--- config.mk ---
export PLATFORM = sky130hd
export DESIGN_NAME = snake_uart_tx
export DESIGN_NICKNAME = d
export VERILOG_FILES = /design/src/rtl/snake_pkg.sv /design/src/rtl/snake_tx_fifo.sv /design/src/rtl/snake_uart_tx.sv
export SDC_FILE = /design/constraint.sdc
export NUM_CORES = 1
export LEC_CHECK = 0
export ABC_AREA = 1
export BUFFER_PORTS_ARGS = -buffer_cell sky130_fd_sc_hd__buf_2
export CAP_MARGIN = 20
export CORE_AREA = 2 2 71 87
export CTS_BUF_LIST = sky130_fd_sc_hd__clkbuf_2 sky130_fd_sc_hd__clkbuf_4 sky130_fd_sc_hd__clkbuf_8
export DETAILED_ROUTE_END_ITERATION = 8
export DIE_AREA = 0 0 73 89
export PLACE_DENSITY = 0.81
export SLEW_MARGIN = 20
export SYNTH_ARGS = -nofsm -noshare
export SYNTH_HDL_FRONTEND = slang
export SYNTH_SLANG_ARGS = --single-unit
--- constraint.sdc ---
create_clock -name clk -period 2 [get_ports clk]
set_input_delay 0.2 -clock clk [delete_from_list [all_inputs] [get_ports clk]]
set_output_delay 0.2 -clock clk [all_outputs]
set_load 0.03 [all_outputs]
--- src/rtl/snake_pkg.sv ---
// rtl/snake_pkg.sv - shared snake link UART types, widths and opcodes
// Optional parity build: SNAKE_UART_TX_PARITY_EN
package snake_pkg;

  localparam int UART_DATA_BITS = 8;

  localparam logic [1:0] OP_DIR    = 2'b00;
  localparam logic [1:0] OP_SEED_X = 2'b01;
  localparam logic [1:0] OP_SEED_Y = 2'b10;

  typedef enum logic [2:0] {
    IDLE,
    START,
    DATA,
`ifdef SNAKE_UART_TX_PARITY_EN
    PARITY,
`endif
    STOP
  } uart_tx_state_t;

  function automatic logic even_parity(input logic [UART_DATA_BITS-1:0] data);
    return ^data;
  endfunction

endpackage

--- src/rtl/snake_tx_fifo.sv ---
// rtl/snake_tx_fifo.sv - synchronous transmit FIFO, head always visible on dout
// Flags derive from the registered occupancy; pushes while full are dropped.
module snake_tx_fifo #(
  parameter int FIFO_AW = 2,
  parameter int DW      = 8
) (
  input  logic          clk,
  input  logic          rst,
  input  logic          push,
  input  logic          pop,
  input  logic [DW-1:0] din,
  output logic [DW-1:0] dout,
  output logic          full,
  output logic          empty
);

  localparam int DEPTH = 2 ** FIFO_AW;

  logic [DW-1:0]      mem [DEPTH];
  logic [FIFO_AW-1:0] wr_ptr;
  logic [FIFO_AW-1:0] rd_ptr;
  logic [FIFO_AW:0]   count;
  logic               do_push;
  logic               do_pop;

  assign full    = (count == (FIFO_AW + 1)'(DEPTH));
  assign empty   = (count == '0);
  assign do_push = push && !full;
  assign do_pop  = pop && !empty;
  assign dout    = mem[rd_ptr];

  always_ff @(posedge clk) begin
    if (do_push) begin
      mem[wr_ptr] <= din;
    end
  end

  always_ff @(posedge clk) begin
    if (rst) begin
      wr_ptr <= '0;
      rd_ptr <= '0;
      count  <= '0;
    end else begin
      if (do_push) begin
        wr_ptr <= wr_ptr + FIFO_AW'(1);
      end
      if (do_pop) begin
        rd_ptr <= rd_ptr + FIFO_AW'(1);
      end
      case ({do_push, do_pop})
        2'b10:   count <= count + (FIFO_AW + 1)'(1);
        2'b01:   count <= count - (FIFO_AW + 1)'(1);
        default: count <= count;
      endcase
    end
  end

endmodule

--- src/rtl/snake_uart_tx.sv ---
// rtl/snake_uart_tx.sv - snake link UART transmitter: FIFO-buffered 8N1 serializer
// Define SNAKE_UART_TX_PARITY_EN to append an even-parity bit before the stop bit.
module snake_uart_tx
  import snake_pkg::*;
#(
  parameter int CLKS_PER_BIT = 868,
  parameter int FIFO_AW      = 2
) (
  input  logic                      clk,
  input  logic                      rst,
  input  logic                      wr_uart,
  input  logic [UART_DATA_BITS-1:0] w_data,
  output logic                      tx_full,
  output logic                      tx_empty,
  output logic                      tx_busy,
  output logic                      tx
);

  localparam int CW = (CLKS_PER_BIT > 1) ? $clog2(CLKS_PER_BIT) : 1;
  localparam logic [CW-1:0] CNT_MAX  = CW'(CLKS_PER_BIT - 1);
  localparam logic [2:0]    LAST_BIT = 3'(UART_DATA_BITS - 1);

  uart_tx_state_t            state_q, state_d;
  logic [CW-1:0]             cnt_q, cnt_d;
  logic [2:0]                bit_q, bit_d;
  logic [UART_DATA_BITS-1:0] shreg_q, shreg_d;
  logic                      tx_q, tx_d;
  logic                      pop;
  logic                      last;
  logic [UART_DATA_BITS-1:0] fifo_dout;
  logic                      fifo_full;
  logic                      fifo_empty;
`ifdef SNAKE_UART_TX_PARITY_EN
  logic                      par_q, par_d;
`endif

  snake_tx_fifo #(
    .FIFO_AW (FIFO_AW),
    .DW      (UART_DATA_BITS)
  ) u_fifo (
    .clk   (clk),
    .rst   (rst),
    .push  (wr_uart),
    .pop   (pop),
    .din   (w_data),
    .dout  (fifo_dout),
    .full  (fifo_full),
    .empty (fifo_empty)
  );

  assign last     = (cnt_q == CNT_MAX);
  assign tx       = tx_q;
  assign tx_full  = fifo_full;
  assign tx_empty = fifo_empty;
  assign tx_busy  = (state_q != IDLE);

  always_ff @(posedge clk) begin
    if (rst) begin
      state_q <= IDLE;
      cnt_q   <= '0;
      bit_q   <= '0;
      shreg_q <= '0;
      tx_q    <= 1'b1;
`ifdef SNAKE_UART_TX_PARITY_EN
      par_q   <= 1'b0;
`endif
    end else begin
      state_q <= state_d;
      cnt_q   <= cnt_d;
      bit_q   <= bit_d;
      shreg_q <= shreg_d;
      tx_q    <= tx_d;
`ifdef SNAKE_UART_TX_PARITY_EN
      par_q   <= par_d;
`endif
    end
  end

  always_comb begin
    state_d = state_q;
    cnt_d   = cnt_q + CW'(1);
    bit_d   = bit_q;
    shreg_d = shreg_q;
    tx_d    = tx_q;
    pop     = 1'b0;
`ifdef SNAKE_UART_TX_PARITY_EN
    par_d   = par_q;
`endif

    case (state_q)
      IDLE: begin
        cnt_d = '0;
        if (!fifo_empty) begin
          pop     = 1'b1;
          shreg_d = fifo_dout;
`ifdef SNAKE_UART_TX_PARITY_EN
          par_d   = even_parity(fifo_dout);
`endif
          tx_d    = 1'b0;
          state_d = START;
        end else begin
          tx_d = 1'b1;
        end
      end

      START: begin
        if (last) begin
          cnt_d   = '0;
          bit_d   = '0;
          tx_d    = shreg_q[0];
          state_d = DATA;
        end
      end

      DATA: begin
        if (last) begin
          cnt_d = '0;
          if (bit_q == LAST_BIT) begin
`ifdef SNAKE_UART_TX_PARITY_EN
            tx_d    = par_q;
            state_d = PARITY;
`else
            tx_d    = 1'b1;
            state_d = STOP;
`endif
          end else begin
            // Next bit is shreg[1] now so the line changes on the same edge as the shift.
            shreg_d = shreg_q >> 1;
            tx_d    = shreg_q[1];
            bit_d   = bit_q + 3'd1;
          end
        end
      end

`ifdef SNAKE_UART_TX_PARITY_EN
      PARITY: begin
        if (last) begin
          cnt_d   = '0;
          tx_d    = 1'b1;
          state_d = STOP;
        end
      end
`endif

      STOP: begin
        if (last) begin
          cnt_d = '0;
          // Chain straight into the next start bit when more bytes are waiting.
          if (!fifo_empty) begin
            pop     = 1'b1;
            shreg_d = fifo_dout;
`ifdef SNAKE_UART_TX_PARITY_EN
            par_d   = even_parity(fifo_dout);
`endif
            tx_d    = 1'b0;
            state_d = START;
          end else begin
            tx_d    = 1'b1;
            state_d = IDLE;
          end
        end
      end

      default: begin
        cnt_d   = '0;
        tx_d    = 1'b1;
        state_d = IDLE;
      end
    endcase
  end

endmodule

* After elaboration in Yosys (flattened, before gate mapping)
Memories as Yosys holds them, arrays and structs flattened. A register that Yosys moved wholly into a read port is not among the register bits.
Index checks and enable logic that the tools add are counted.
** Word-level totals
- Bits in registers :: 32
- Latch bits :: 0
- Memory bits (writable) :: 32
- Memory bits (read-only) :: 0
- Logic and storage cells :: 76
- Memories :: 1
** Operators by class
- Add/sub/neg operators :: 6
- Multipliers :: 0
- Div/mod/pow operators :: 0
- Order comparisons :: 0
- Equal/unequal tests :: 14
- Shift-type cells :: 0
- Multiplexer cells :: 30
- Bitwise logic cells :: 1
- Reduce and logical (&&, ||, !) cells :: 16
** Memories
- u_fifo.mem :: words 4, width 8, read ports 1, clocked after Yosys merged registers in 1, wr ports 1, line snake_tx_fifo.sv:19 : logic [DW-1:0] mem [DEPTH];
** Operator list (count)
- 2-to-1 mux 8 bit :: 4
- 2-to-1 mux 3 bit :: 8
- case mux 8 bit (3 select lines) :: 1
- != test 2 bit (second input constant) :: 6
- case mux 3 bit (2 select lines) :: 2
- case mux 3 bit (4 select lines) :: 1
- adder 10 x 1 -> 10 bit (second input constant) :: 1
- == test 10 bit (second input constant) :: 1
- 2-to-1 mux 1 bit :: 10
- AND reduction 4 bit :: 2
- adder 3 x 1 -> 3 bit (second input constant) :: 2
- == test 3 x 2 -> 1 bit (second input constant) :: 2
- == test 3 bit (second input constant) :: 2
- logical NOT 3 bit :: 2
- nonzero test 3 bit :: 2
- OR reduction 3 bit :: 2
- AND reduction 5 bit :: 1
- adder 2 x 1 -> 2 bit (second input constant) :: 2
- 2-to-1 mux 2 bit :: 2
- case mux 1 bit (4 select lines) :: 1
- nonzero test 2 bit :: 2
- == test 3 x 1 -> 1 bit (second input constant) :: 1
- AND reduction 3 bit :: 1
- subtractor 3 x 1 -> 3 bit (second input constant) :: 1
- other kinds (6) :: 8

* Longest topological paths before layout
Gate-level depths: netlist of the first run.
- Depth in word-level cells :: 7
- Gate-level depth with buffers :: 14
- Mapped depth without buffers :: 14

* By module
Synthesis of the first run repeated with hierarchy kept, for this count alone.
** Second synthesis, totals
- Cell total of the unflattened synthesis :: 342
- Area total of the unflattened synthesis :: 3139.3 µm²
** By module, submodules not included
- snake_tx_fifo :: instances 1, cells each 146, area an instance 1691.6 µm²
- snake_uart_tx :: instances 1, cells each 196, area an instance 1447.6 µm²

* Worst setup path before layout of the first run
OpenSTA, ideal clock, no wires.
- Kind :: flip-flop to flip-flop
- From :: register cnt_q[0]
- To :: register u_fifo.count[2]
- Setup time :: 0.122 ns
- Data arrival time :: 2.036 ns
- Data required time :: 1.878 ns
- Slack :: -0.158 ns
- Cell stages (with the launch flop) :: 15
- Buffers on the path :: 0
- Period minus slack after synthesis :: 2.158 ns
- Path through :: dfxtp_1 ha_1 nand2_1 nor2_2 nand3_2 nand2_1 nand3_1 inv_1 ha_1 inv_1 fa_1 a21oi_1 o21ai_0 o21ai_0 a21oi_1
** On the way
- Longest elaborated chain between the ends :: 6
- Elaborated cells between the ends (all ways) :: 8
** RTL lines
- start: declaration :: line snake_uart_tx.sv:24 : logic [CW-1:0] cnt_q, cnt_d;
- start signal: assignment :: line snake_uart_tx.sv:69 : cnt_q <= cnt_d;
- == test 10 bit * :: line snake_uart_tx.sv:51 : assign last = (cnt_q == CNT_MAX);
- 2-to-1 mux 1 bit * :: line snake_uart_tx.sv:146 : if (last) begin
- case mux 1 bit (2 select lines) * :: line snake_uart_tx.sv:90 : case (state_q)
- logical AND 1 bit * :: line snake_tx_fifo.sv:29 : assign do_pop = pop && !empty;
- via u_fifo.do_pop :: line snake_tx_fifo.sv:24 : logic do_pop;
- == test 2 x 1 -> 1 bit or == test 2 bit (tied branches) :: line snake_tx_fifo.sv:50 : case ({do_push, do_pop})
- case mux 3 bit (2 select lines) or nonzero test 2 bit (tied branches)
- end signal: assignment :: line snake_tx_fifo.sv:51 : 2'b10: count <= count + (FIFO_AW + 1)'(1);
- end signal: assignment :: line snake_tx_fifo.sv:52 : 2'b01: count <= count - (FIFO_AW + 1)'(1);
- end signal: assignment :: line snake_tx_fifo.sv:53 : default: count <= count;
- end: declaration :: line snake_tx_fifo.sv:22 : logic [FIFO_AW:0] count;
Mark *: on every way through the listed nets, which the timed path passes. The rest lies on a longest branch.
A chain may end at the register's enable or synchronous reset.

* Worst setup path after layout of the first run
- From :: register state_q[1]
- To :: register u_fifo.count[2]
** On the way
- Longest elaborated chain between the ends :: 5
- Elaborated cells between the ends (all ways) :: 8
** RTL lines
- start: declaration :: line snake_uart_tx.sv:23 : uart_tx_state_t state_q, state_d;
- start signal: assignment :: line snake_uart_tx.sv:68 : state_q <= state_d;
- == test 3 x 2 -> 1 bit or logical NOT 3 bit (tied branches) :: line snake_uart_tx.sv:90
- case mux 1 bit (2 select lines) * :: line snake_uart_tx.sv:90
- logical AND 1 bit * :: line snake_tx_fifo.sv:29
- via u_fifo.do_pop :: line snake_tx_fifo.sv:24
- == test 2 x 1 -> 1 bit or == test 2 bit (tied branches) :: line snake_tx_fifo.sv:50
- case mux 3 bit (2 select lines) or nonzero test 2 bit (tied branches)
Marks and branches as above.

==> implementation parameters, run 1 <==
Parameter                              Value

Run status
  Result of the run ... finished with violations
  Violations in the final reports ... setup timing

Global routing
  Aggregate global-route resource usage ... 22.5%
  Largest net degree at the start of global routing ... 18
  Wire length of the first global-routing pass ... 11000 um
  Vias in the first global route ... 2467
  GRT Residual Overflow ... 0
  Antenna violations before repair ... 0

Cells and area
  # fillers ... 391
  Share of final-layout standard cells stronger than drive strength 1 ... 25.4%
  Storage element area ... 1630 um2
  Nets ... 441
  Growth of design area from synthesis to finish ... 25.2%
  Non-filler instance count after layout ... 485
  Area of combinational cells with multiple inputs ... 1260 um2
  Number of antenna cells inserted ... 0

STA
  Maximum clock frequency ... 482 MHz
  Clk_skew ... 0.00904 ns
  Portion of the clock cycle consumed by the worst path in the final layout ... 104%
  RSZ-0062 raised after global routing ... true
  Worst hold-check slack ... 0.0813 ns
  Final setup violating endpoints ... 1
  Max-slew headroom ... 68.7%
  Endpoints failing hold ... 0
  Final min period ... 2.07 ns
  Max-slew violation count ... 0
  Transition time of the tightest slew-check pin ... 0.468 ns
  Fin worst setup slack ... -0.0741 ns

Clock network
  Clk root buf ... sky130_fd_sc_hd__clkbuf_8
  Number of H-tree branching levels ... 3
  Clock tree from TritonCTS ... yes
  Register clock-pin slew on the reported worst setup and hold paths ... 0.07 ns
  Maximum root-to-sink buffer count ... 2
  Total number of clock tree sinks ... 65
  CTS buffer count ... 9
  Later-pin clock latency in the skew report ... 0.34 ns

Synth
  Ys async rst share ... 0%
  Sequential element share of the synthesized area ... 53.9%
  Arithmetic-cell share of the synthesized area counting full adders, half adders and majority gates ... 6.07%
  Post-synthesis simple-gate area fraction ... 23.4%
  Multiplexer share of the synthesized area ... 0%
  Complex-gate fraction of the synthesized area ... 8.44%
  Number of nets produced by synthesis ... 383
  Number of distinct standard cells referenced by the synthesized netlist ... 28
  Number of warnings reported in the yosys synthesis log ... 0
  Primary FF master, synth ... sky130_fd_sc_hd__dfxtp_1
  Synthesis-stage register bit count ... 65
  Xor-xnor portion of the synthesized cell area ... 0.582%
  Average instance area after synthesis ... 8.40 um2
  Dominant combinational cell family by area after synthesis ... simple AND/OR/NAND/NOR gates
  Mapped cell area ... 3010 um2
  Cells after synthesis ... 358
  Number of synthesized flops with an enable pin ... 32

Hold path
  Class of the most critical hold timing path ... input pin to register

Detailed routing
  Remaining antenna violation count ... 0
  Routed WL per cell ... 14.3 um
  Via Count ... 2559
  Residual DRC count ... 0
  Wire length reported by the detailed router ... 6920 um
  1st-pass router iterations ... 4
  Detail-routed via count per cell ... 5.28
  DRC marker count from the first detailed-route iteration ... 191

Place
  DP Cell Count ... 450
  Buffers on Ports ... 14
  Place WS ... -0.0622 ns
  Half-perimeter wire length of the detailed placement result ... 4040 um
  Last weighted congestion value of the routability-driven placer ... 0.831

Die
  Core Rows ... 30
  Die Area ... 6500 um2
  Placeable Area ... 5590 um2
  Die extent in x ... 73 um
  Starting density of the core ... 53.8%
  Height of the die ... 89 um
  # IOs ... 15

Setup path
  Category of the worst setup path capture point ... register
  WP data arrival ... 2.30 ns
  Category of the worst setup path launch point ... register
  Max FO, Critical Path ... 2
  Data required time of the worst path ... 2.23 ns
  Kind of critical path ... register to register

Run
  Max Cap Viol ... 0

Power and ir drop
  Combinational group share of total power ... 44.3%
  Fraction of power consumed by the clock network ... 23.4%
  Power per cell area ... 1430 nW/um2
  Leak Pwr ... 1.65 nW
  Total power consumption of the routed design ... 5.39 mW
  Cell internal power dissipation ... 3.36 mW
  Net switching power figure ... 2.03 mW
  Largest vdd supply drop ... 1040 uV
  Share of power burned in registers ... 32.3%
  Switching fraction of total power ... 37.7%
## final cells by class
class / count / share of cell area [%]
flip-flops and latches: 65 / 43.3
multi-input cells: 236 / 33.6
repair buffers: 55 / 10.1
inverters: 49 / 4.88
clock buffers: 13 / 4.25
well taps: 64 / 2.13
clock inverters: 3 / 1.73
## per-layer routing
layer	part of all wire [%]	wire length, um	vias to the layer above	track usage (%)
met4	2.5	176	0	11.6
met1	38	2640	1201	24.9
li1	-	-	1252	-
met5	0	0	-	0
met3	5.0	347	19	5.41
met2	54	3760	87	39.8
## critical path: stages, from the launching register on
cell and delay (ns):
sky130_fd_sc_hd__dfxtp_2 0.35, sky130_fd_sc_hd__inv_2 0.06, sky130_fd_sc_hd__ha_4 0.24, sky130_fd_sc_hd__inv_1 0.08, sky130_fd_sc_hd__nand2_1 0.08, sky130_fd_sc_hd__inv_2 0.07
sky130_fd_sc_hd__nand3_4 0.08, sky130_fd_sc_hd__inv_2 0.07, sky130_fd_sc_hd__ha_4 0.12, sky130_fd_sc_hd__inv_2 0.04, sky130_fd_sc_hd__fa_2 0.35, sky130_fd_sc_hd__a21oi_2 0.15
sky130_fd_sc_hd__o21ai_2 0.07, sky130_fd_sc_hd__o21ai_1 0.15, sky130_fd_sc_hd__a21oi_1 0.06
## flip-flops by register name, summed over array words and instances, names as in the netlist, named ones only
name / cells
cnt_q: 10
u_fifo.wr_ptr: 2
tx: 1
u_fifo.mem: 32
shreg_q: 8
u_fifo.count: 3
state_q: 2
bit_q: 3
u_fifo.rd_ptr: 2
## cell families (layout without fill, tap and decap cells)
logic type	count (synthesis)	after routing
buf+inv	57	120
compound gates	48	48
xor+xnor	2	2
fa+ha+maj	14	14
flops	65	65
simple gates	172	172
## worst paths after layout
check / startpoint / endpoint / slack [ns] / cells past startpoint
worst max-delay path: state_q[1] / u_fifo.count[2] / -0.07 / 14
worst min-delay path: w_data[2] / u_fifo.mem[0][2] / 0.08 / 1
worst max register to register: state_q[1] / u_fifo.count[2] / -0.07 / 14
worst min register to register: u_fifo.count[0] / u_fifo.count[0] / 0.46 / 1
## cells in the mapped netlist (2+ instances only)
| cell | n | area, um2 |
|---|---|---|
| sky130_fd_sc_hd__a21oi_1 | 16 | 80.1 |
| sky130_fd_sc_hd__dfxtp_1 | 33 | 661 |
| sky130_fd_sc_hd__o21ai_0 | 29 | 145 |
| sky130_fd_sc_hd__nor3b_1 | 2 | 15.0 |
| sky130_fd_sc_hd__nand4_1 | 3 | 18.8 |
| sky130_fd_sc_hd__nand3b_1 | 2 | 15.0 |
| sky130_fd_sc_hd__inv_1 | 47 | 176 |
| sky130_fd_sc_hd__or2_2 | 2 | 12.5 |
| sky130_fd_sc_hd__nand2_1 | 80 | 300 |
| sky130_fd_sc_hd__nand3_1 | 12 | 60.1 |
| sky130_fd_sc_hd__ha_1 | 13 | 163 |
| sky130_fd_sc_hd__buf_2 | 5 | 25.0 |
| sky130_fd_sc_hd__nor2_1 | 67 | 251 |
| sky130_fd_sc_hd__clkbuf_1 | 2 | 7.51 |
| sky130_fd_sc_hd__edfxtp_1 | 32 | 961 |
## cell usage in the layout, fill, tap and decap left out, drive strengths merged
cell,n
a21oi,17
buf,55
bufinv,2
clkbuf,13
clkinv,2
dfxtp,33
edfxtp,32
fa,1
ha,13
inv,48
nand2,81
nand3,13
nand3b,2
nand4,3
nor2,68
nor3b,2
o211ai,1
o21ai,30
or2,3
xnor2,1
xor2,1
## per-stage QoR
step                utilization [%]  instance area [um2]  TNS, ns
finish                         67.3                 3770  -0.0741
detailed placement             58.9                 3290  -0.0622
CTS                            66.1                 3690        0
global route                   67.3                 3770   -0.243
floorplan                         -                 3020  -0.0333
global placement               58.9                 3290        0
## power groups by stage
stage                     registers (mW)  logic [mW]  clock network (mW)
after CTS                           1.73        2.09                1.26
after global routing                1.75        2.67                1.32
after global placement              1.73        1.77                   0
after detailed placement            1.75        1.84                   0
final                               1.74        2.39                1.26
after floorplan                     1.73        1.36                   0
## timing repair
item,CTS,global route
resized for setup,15,15
hold buffers,0,0
pin swaps,9,10
setup endpoints to repair,1,10
setup buffers,16,5
Power figures use the tool's default switching activity.
==> inputs of run 2 (changes only) <==
--- a/config.mk
+++ b/config.mk
@@ -5,14 +5,14 @@
 export SDC_FILE = /design/constraint.sdc
 export NUM_CORES = 1
 export LEC_CHECK = 0
-export ABC_AREA = 1
 export BUFFER_PORTS_ARGS = -buffer_cell sky130_fd_sc_hd__buf_2
 export CAP_MARGIN = 20
-export CORE_AREA = 2 2 71 87
+export CORE_AREA = 2 2 70 85
 export CTS_BUF_LIST = sky130_fd_sc_hd__clkbuf_2 sky130_fd_sc_hd__clkbuf_4 sky130_fd_sc_hd__clkbuf_8
 export DETAILED_ROUTE_END_ITERATION = 8
-export DIE_AREA = 0 0 73 89
-export PLACE_DENSITY = 0.81
+export DIE_AREA = 0 0 72 87
+export PLACE_DENSITY = 0.82
+export SETUP_SLACK_MARGIN = 0.1
 export SLEW_MARGIN = 20
 export SYNTH_ARGS = -nofsm -noshare
 export SYNTH_HDL_FRONTEND = slang
==> implementation parameters, run 2 <==
Parameter                              Value

Cells and area
  Nets ... 306
  Final design instance area without fill ... 3580 um2
  Growth of design area from synthesis to finish ... 23.3%
  Highest-count cells in the layout ignoring fill and taps ... sky130_fd_sc_hd__buf_4, sky130_fd_sc_hd__edfxtp_1, sky130_fd_sc_hd__dfxtp_1
  Number of antenna cells inserted ... 0
  Leading registers by flop count ... u_fifo.mem: 32 flops, cnt_q: 10 flops, shreg_q: 8 flops
  Flip-flop count of the largest register after layout ... 32
  Non-filler instance count after layout ... 350
  Register ranked first by flip-flop count ... u_fifo.mem
  Share of final-layout standard cells stronger than drive strength 1 ... 33.6%

Power and ir drop
  Power per cell area ... 1430 nW/um2
  Largest vdd supply drop ... 1080 uV
  Leak Pwr ... 1.30 nW
  Total power consumption of the routed design ... 5.14 mW

Clock network
  Later-pin clock latency in the skew report ... 0.34 ns
  Clock tree from TritonCTS ... yes
  Number of H-tree branching levels ... 3
  Total number of clock tree sinks ... 65
  Maximum root-to-sink buffer count ... 2
  Clk root buf ... sky130_fd_sc_hd__clkbuf_8
  CTS buffer count ... 9
  Register clock-pin slew on the reported worst setup and hold paths ... 0.07 ns

STA
  Max-slew violation count ... 0
  Endpoints failing hold ... 0
  Worst hold-check slack ... 0.0673 ns
  Transition time of the tightest slew-check pin ... 0.414 ns
  Max-slew headroom ... 72.1%
  Final setup violating endpoints ... 2
  Portion of the clock cycle consumed by the worst path in the final layout ... 110%
  Clk_skew ... 0.00492 ns
  Maximum clock frequency ... 456 MHz
  Final min period ... 2.19 ns
  Fin worst setup slack ... -0.192 ns
  RSZ-0062 raised after global routing ... true

Synth
  Mapped cell area ... 2910 um2
  Cell type with the highest aggregate area in the netlist ... sky130_fd_sc_hd__edfxtp_1
  Commonest cells in the netlist ... sky130_fd_sc_hd__dfxtp_1, sky130_fd_sc_hd__edfxtp_1, sky130_fd_sc_hd__a21oi_1, sky130_fd_sc_hd__nor2_1, sky130_fd_sc_hd__o21ai_0
  Sequential element share of the synthesized area ... 55.8%
  Multiplexer share of the synthesized area ... 9.99%
  Synthesis-stage register bit count ... 65
  Xor-xnor portion of the synthesized cell area ... 3.31%
  Number of distinct standard cells referenced by the synthesized netlist ... 42
  Share of the synthesized area in the top cell type ... 33.1%
  Number of nets produced by synthesis ... 258
  Ranking of synthesized cells by area ... sky130_fd_sc_hd__edfxtp_1, sky130_fd_sc_hd__dfxtp_1, sky130_fd_sc_hd__mux4_2, sky130_fd_sc_hd__ha_1, sky130_fd_sc_hd__mux2i_1
  Count leader, synth ... sky130_fd_sc_hd__dfxtp_1
  Cells after synthesis ... 233
  Number of synthesized flops with an enable pin ... 32
  Ys async rst share ... 0%
  Number of warnings reported in the yosys synthesis log ... 0
  Average instance area after synthesis ... 12.5 um2
  Post-synthesis simple-gate area fraction ... 12.4%
  Complex-gate fraction of the synthesized area ... 9.13%
  Arithmetic-cell share of the synthesized area counting full adders, half adders and majority gates ... 6.28%
  Dominant combinational cell family by area after synthesis ... simple AND/OR/NAND/NOR gates
  Primary FF master, synth ... sky130_fd_sc_hd__dfxtp_1

Detailed routing
  Via Count ... 1935
  1st-pass router iterations ... 4
  Residual DRC count ... 0
  Wire length reported by the detailed router ... 5230 um
  Routed WL per cell ... 14.9 um
  Remaining antenna violation count ... 0
  Detail-routed via count per cell ... 5.53
  DRC marker count from the first detailed-route iteration ... 66

Setup path
  Kind of critical path ... register to register
  Worst R2R Path Depth ... 10
  Data required time of the worst path ... 2.27 ns
  Setup slack on the worst flop-to-flop path ... -0.19 ns
  WP data arrival ... 2.47 ns
  Category of the worst setup path capture point ... register
  Category of the worst setup path launch point ... register
  Crit Reg-Reg Endpoint ... u_fifo.count[2]
  Reg2reg start ... cnt_q[1]
  Endpoint of the most critical setup path ... u_fifo.count[2]
  Max FO, Critical Path ... 2
  Startpoint of the worst setup timing path ... cnt_q[1]

Die
  Die Area ... 6260 um2
  Starting density of the core ... 52.7%
  # IOs ... 15
  Die extent in x ... 72 um
  Placeable Area ... 5520 um2
  Core Rows ... 30
  Height of the die ... 87 um

Place
  Buffers on Ports ... 14
  Area post-placement ... 3290 um2
  Half-perimeter wire length of the detailed placement result ... 3680 um
  Last weighted congestion value of the routability-driven placer ... 0.745
  DP Cell Count ... 332

Hold path
  Class of the most critical hold timing path ... input pin to register

Run status
  Result of the run ... finished with violations
  Violations in the final reports ... setup timing

Global routing
  Aggregate global-route resource usage ... 18.6%
  Antenna violations before repair ... 0
  GRT Residual Overflow ... 0
  Wire length of the first global-routing pass ... 8570 um
  Largest net degree at the start of global routing ... 24
  Vias in the first global route ... 1846

Run
  Max Cap Viol ... 0
run 2: power breakdown:
| part | leakage (nW) | internal, mW | switching [mW] |
|---|---|---|---|
| clock network | 0.117 | 0.827 | 0.509 |
| logic | 0.620 | 0.969 | 1.04 |
| registers | 0.565 | 1.66 | 0.137 |
run 2: area by class of cell:
class                           count  area (um2)
Clock buffer                        9         124
Clock inverter                      7         119
Fill cell                         381        1930
Inverter                           12        45.0
Multi-Input combinational cell    147        1280
Sequential cell                    65        1630
Tap cell                           64        80.1
Timing Repair Buffer               46         310
run 2: metal layers:
layer	GRT usage [%]	up-vias	wire length, um	share of wire (%)
li1	-	944	-	-
met4	8.75	0	124	2.4
met3	6.48	13	182	3.5
met5	0	-	0	0
met2	31.5	34	2800	54
met1	21.0	944	2120	41
run 2: cell families after synthesis:
family,after synthesis
flops,65
simple gates,62
compound gates,41
buf+inv,21
mux,19
fa+ha+maj,14
xor+xnor,11
run 2: critical path, stage by stage, from the launching register on:
cell                       delay (ns)
sky130_fd_sc_hd__dfxtp_2         0.36
sky130_fd_sc_hd__ha_4            0.14
sky130_fd_sc_hd__and4bb_4        0.26
sky130_fd_sc_hd__a41oi_4         0.11
sky130_fd_sc_hd__nor2_2          0.14
sky130_fd_sc_hd__ha_4            0.15
sky130_fd_sc_hd__inv_2           0.03
sky130_fd_sc_hd__fa_2            0.33
sky130_fd_sc_hd__xor2_1          0.16
sky130_fd_sc_hd__or3_1           0.32
sky130_fd_sc_hd__a21oi_1         0.12
run 2: worst min path at each step:
stage	from	end	depth (start not counted)
after detailed placement	w_data[4]	u_fifo.mem[0][4]	1
after CTS	w_data[4]	u_fifo.mem[0][4]	1
after global routing	w_data[1]	u_fifo.mem[2][1]	1
final	w_data[3]	u_fifo.mem[3][3]	1
after global placement	w_data[7]	u_fifo.mem[1][7]	1
after floorplan	w_data[0]	u_fifo.mem[0][0]	0
run 2: metrics by stage:
stage          utilization [%]  setup WS, ns  setup TNS [ns]
5_1_grt                   65.0        -0.272          -0.379
3_5_place_dp              59.7        -0.158          -0.162
4_1_cts                   64.3        -0.180          -0.199
6_report                  65.0        -0.192          -0.211
3_3_place_gp              59.7       -0.0701         -0.0701
2_1_floorplan                -        -0.130          -0.130
run 2: timing repair:
action                                  4_1_cts  5_1_grt
hold buffers                                  0        0
pin swaps                                     0        1
resized for setup                             2        5
setup buffers                                 1        1
endpoints found under the setup margin       11        7
==> inputs of run 3 (changes only) <==
--- a/config.mk
+++ b/config.mk
@@ -7,11 +7,11 @@
 export LEC_CHECK = 0
 export BUFFER_PORTS_ARGS = -buffer_cell sky130_fd_sc_hd__buf_2
 export CAP_MARGIN = 20
-export CORE_AREA = 2 2 70 85
+export CORE_AREA = 2 2 76 106
 export CTS_BUF_LIST = sky130_fd_sc_hd__clkbuf_2 sky130_fd_sc_hd__clkbuf_4 sky130_fd_sc_hd__clkbuf_8
 export DETAILED_ROUTE_END_ITERATION = 8
-export DIE_AREA = 0 0 72 87
-export PLACE_DENSITY = 0.82
+export DIE_AREA = 0 0 78 108
+export PLACE_DENSITY = 0.65
 export SETUP_SLACK_MARGIN = 0.1
 export SLEW_MARGIN = 20
 export SYNTH_ARGS = -nofsm -noshare
==> implementation parameters, run 3 (synthesized netlist as in run 2, its figures left out) <==
Parameter                              Value

Setup path
  Kind of critical path ... register to register
  Max FO, Critical Path ... 2
  Most common cell type on the critical path ... sky130_fd_sc_hd__ha_4
  WP data arrival ... 2.43 ns
  Data required time of the worst path ... 2.28 ns
  CP max stage delay ... 0.36 ns
  Category of the worst setup path capture point ... register
  Category of the worst setup path launch point ... register
  Crit path max-delay cell type ... sky130_fd_sc_hd__dfxtp_2
  Worst path cell trace ... ha_4, and4bb_4, a41oi_4, nor2_2, ha_4, inv_2, fa_2, xor2_1, or3_1, a21oi_2
  Family with the most delay on the worst path ... simple AND/OR/NAND/NOR gates
  Buffers plus inverters on the worst setup path ... 1

STA
  Worst hold-check slack ... 0.0580 ns
  Final setup violating endpoints ... 1
  Clk_skew ... 0.0105 ns
  Fin worst setup slack ... -0.148 ns
  Maximum clock frequency ... 466 MHz
  RSZ-0062 raised after global routing ... true
  Final min period ... 2.15 ns
  Transition time of the tightest slew-check pin ... 0.465 ns
  Max-slew violation count ... 0
  Total negative setup slack ... -0.148 ns
  Portion of the clock cycle consumed by the worst path in the final layout ... 107%
  Max-slew headroom ... 69.0%
  Endpoints failing hold ... 0

Cells and area
  Growth of design area from synthesis to finish ... 23.1%
  Leading registers by flop count ... u_fifo.mem: 32 flops, cnt_q: 10 flops, shreg_q: 8 flops
  Area of combinational cells with multiple inputs ... 1290 um2
  Share of final-layout standard cells stronger than drive strength 1 ... 33.1%
  Most common cell after layout, fill and taps aside ... sky130_fd_sc_hd__edfxtp_1
  Storage element area ... 1630 um2
  # fillers ... 693
  Number of antenna cells inserted ... 0
  Highest-count cells in the layout ignoring fill and taps ... sky130_fd_sc_hd__edfxtp_1, sky130_fd_sc_hd__dfxtp_1, sky130_fd_sc_hd__buf_4
  Nets ... 301
  Register ranked first by flip-flop count ... u_fifo.mem
  Core utilization of the finished layout ... 48.3%
  Flip-flop count of the largest register after layout ... 32

Run status
  Violations in the final reports ... setup timing
  Result of the run ... finished with violations

Clock network
  Number of buffers added to fix hold violations after cts ... 0
  Register clock-pin slew on the reported worst setup and hold paths ... 0.08 ns
  Clock tree from TritonCTS ... yes
  Total number of clock tree sinks ... 65
  Number of H-tree branching levels ... 3
  Clk root buf ... sky130_fd_sc_hd__clkbuf_8
  CTS buffer count ... 9
  Later-pin clock latency in the skew report ... 0.35 ns
  Maximum root-to-sink buffer count ... 2

Global routing
  Antenna violations before repair ... 0
  Most congested layer reported by global routing ... met2
  Global-route met3 utilization ... 4.34%
  Met1 GRT Util ... 14.5%
  Aggregate global-route resource usage ... 14.3%
  Wire length of the first global-routing pass ... 9200 um
  Vias in the first global route ... 2000
  Fraction of met2 tracks used by global routing ... 27.3%
  Largest net degree at the start of global routing ... 24
  GRT Residual Overflow ... 0

Detailed routing
  Routed WL per cell ... 14.3 um
  Wire length reported by the detailed router ... 5410 um
  Via Count ... 1874
  Detail-routed via count per cell ... 4.96
  Residual DRC count ... 0
  1st-pass router iterations ... 4
  Remaining antenna violation count ... 0
  DRC marker count from the first detailed-route iteration ... 65

Power and ir drop
  Leak Pwr ... 1.27 nW
  Power per cell area ... 1390 nW/um2
  Largest vdd supply drop ... 675 uV

Die
  Height of the die ... 108 um
  # IOs ... 15
  Die Area ... 8420 um2
  Die extent in x ... 78 um
  Core Rows ... 37
  Placeable Area ... 7410 um2
  Starting density of the core ... 39.2%

Place
  Buffers on Ports ... 14
  Last weighted congestion value of the routability-driven placer ... 0.689
  Half-perimeter wire length of the detailed placement result ... 3770 um

Hold path
  Class of the most critical hold timing path ... input pin to register

Run
  Max Cap Viol ... 0
-- run 3: layout make-up --
cell class                      count  area share, %
Clock inverter                      7           2.41
Timing Repair Buffer               41           7.73
Clock buffer                        9           3.46
Multi-Input combinational cell    147           36.2
Inverter                           12           1.26
Tap cell                           97           3.39
Sequential cell                    65           45.6
-- run 3: what timing repair did --
item / in CTS / in global routing
setup buffers: 0 / 0
hold endpoints to repair: 0 / 0
endpoints found under the setup margin: 5 / 10
gates resized for setup: 4 / 7
-- run 3: power by group --
part,switching [mW],internal (mW),total [mW]
clock,0.584,0.603,1.19
combinational,1.04,0.936,1.98
sequential,0.135,1.66,1.79
-- run 3: path summary, 6_finish.rpt --
kind,slack (ns),cells after the start,endpoint,start
setup / recovery,-0.15,10,u_fifo.count[2],cnt_q[1]
hold / removal,0.06,1,u_fifo.mem[1][2],w_data[2]
setup reg to reg,-0.15,10,u_fifo.count[2],cnt_q[1]
hold reg to reg,0.48,2,shreg_q[0],shreg_q[0]
-- run 3: per-layer routing --
metal  part of all wire [%]  routed length [um]  vias to the layer above
li1                       -                   -                      935
met1                     38                2060                      903
met2                     57                3060                       27
met3                    3.4                 184                        9
met4                    1.9                 101                        0
met5                      0                   0                        -
-- run 3: through the flow --
step	setup WS (ns)	power [mW]	instance area [um2]	std cells
CTS	-0.150	4.93	3540	378
finish	-0.148	4.96	3580	378
floorplan	-0.130	3.15	2970	233
global route	-0.256	5.27	3580	378
detailed placement	-0.150	3.68	3310	362
global placement	-0.0914	3.62	3310	362
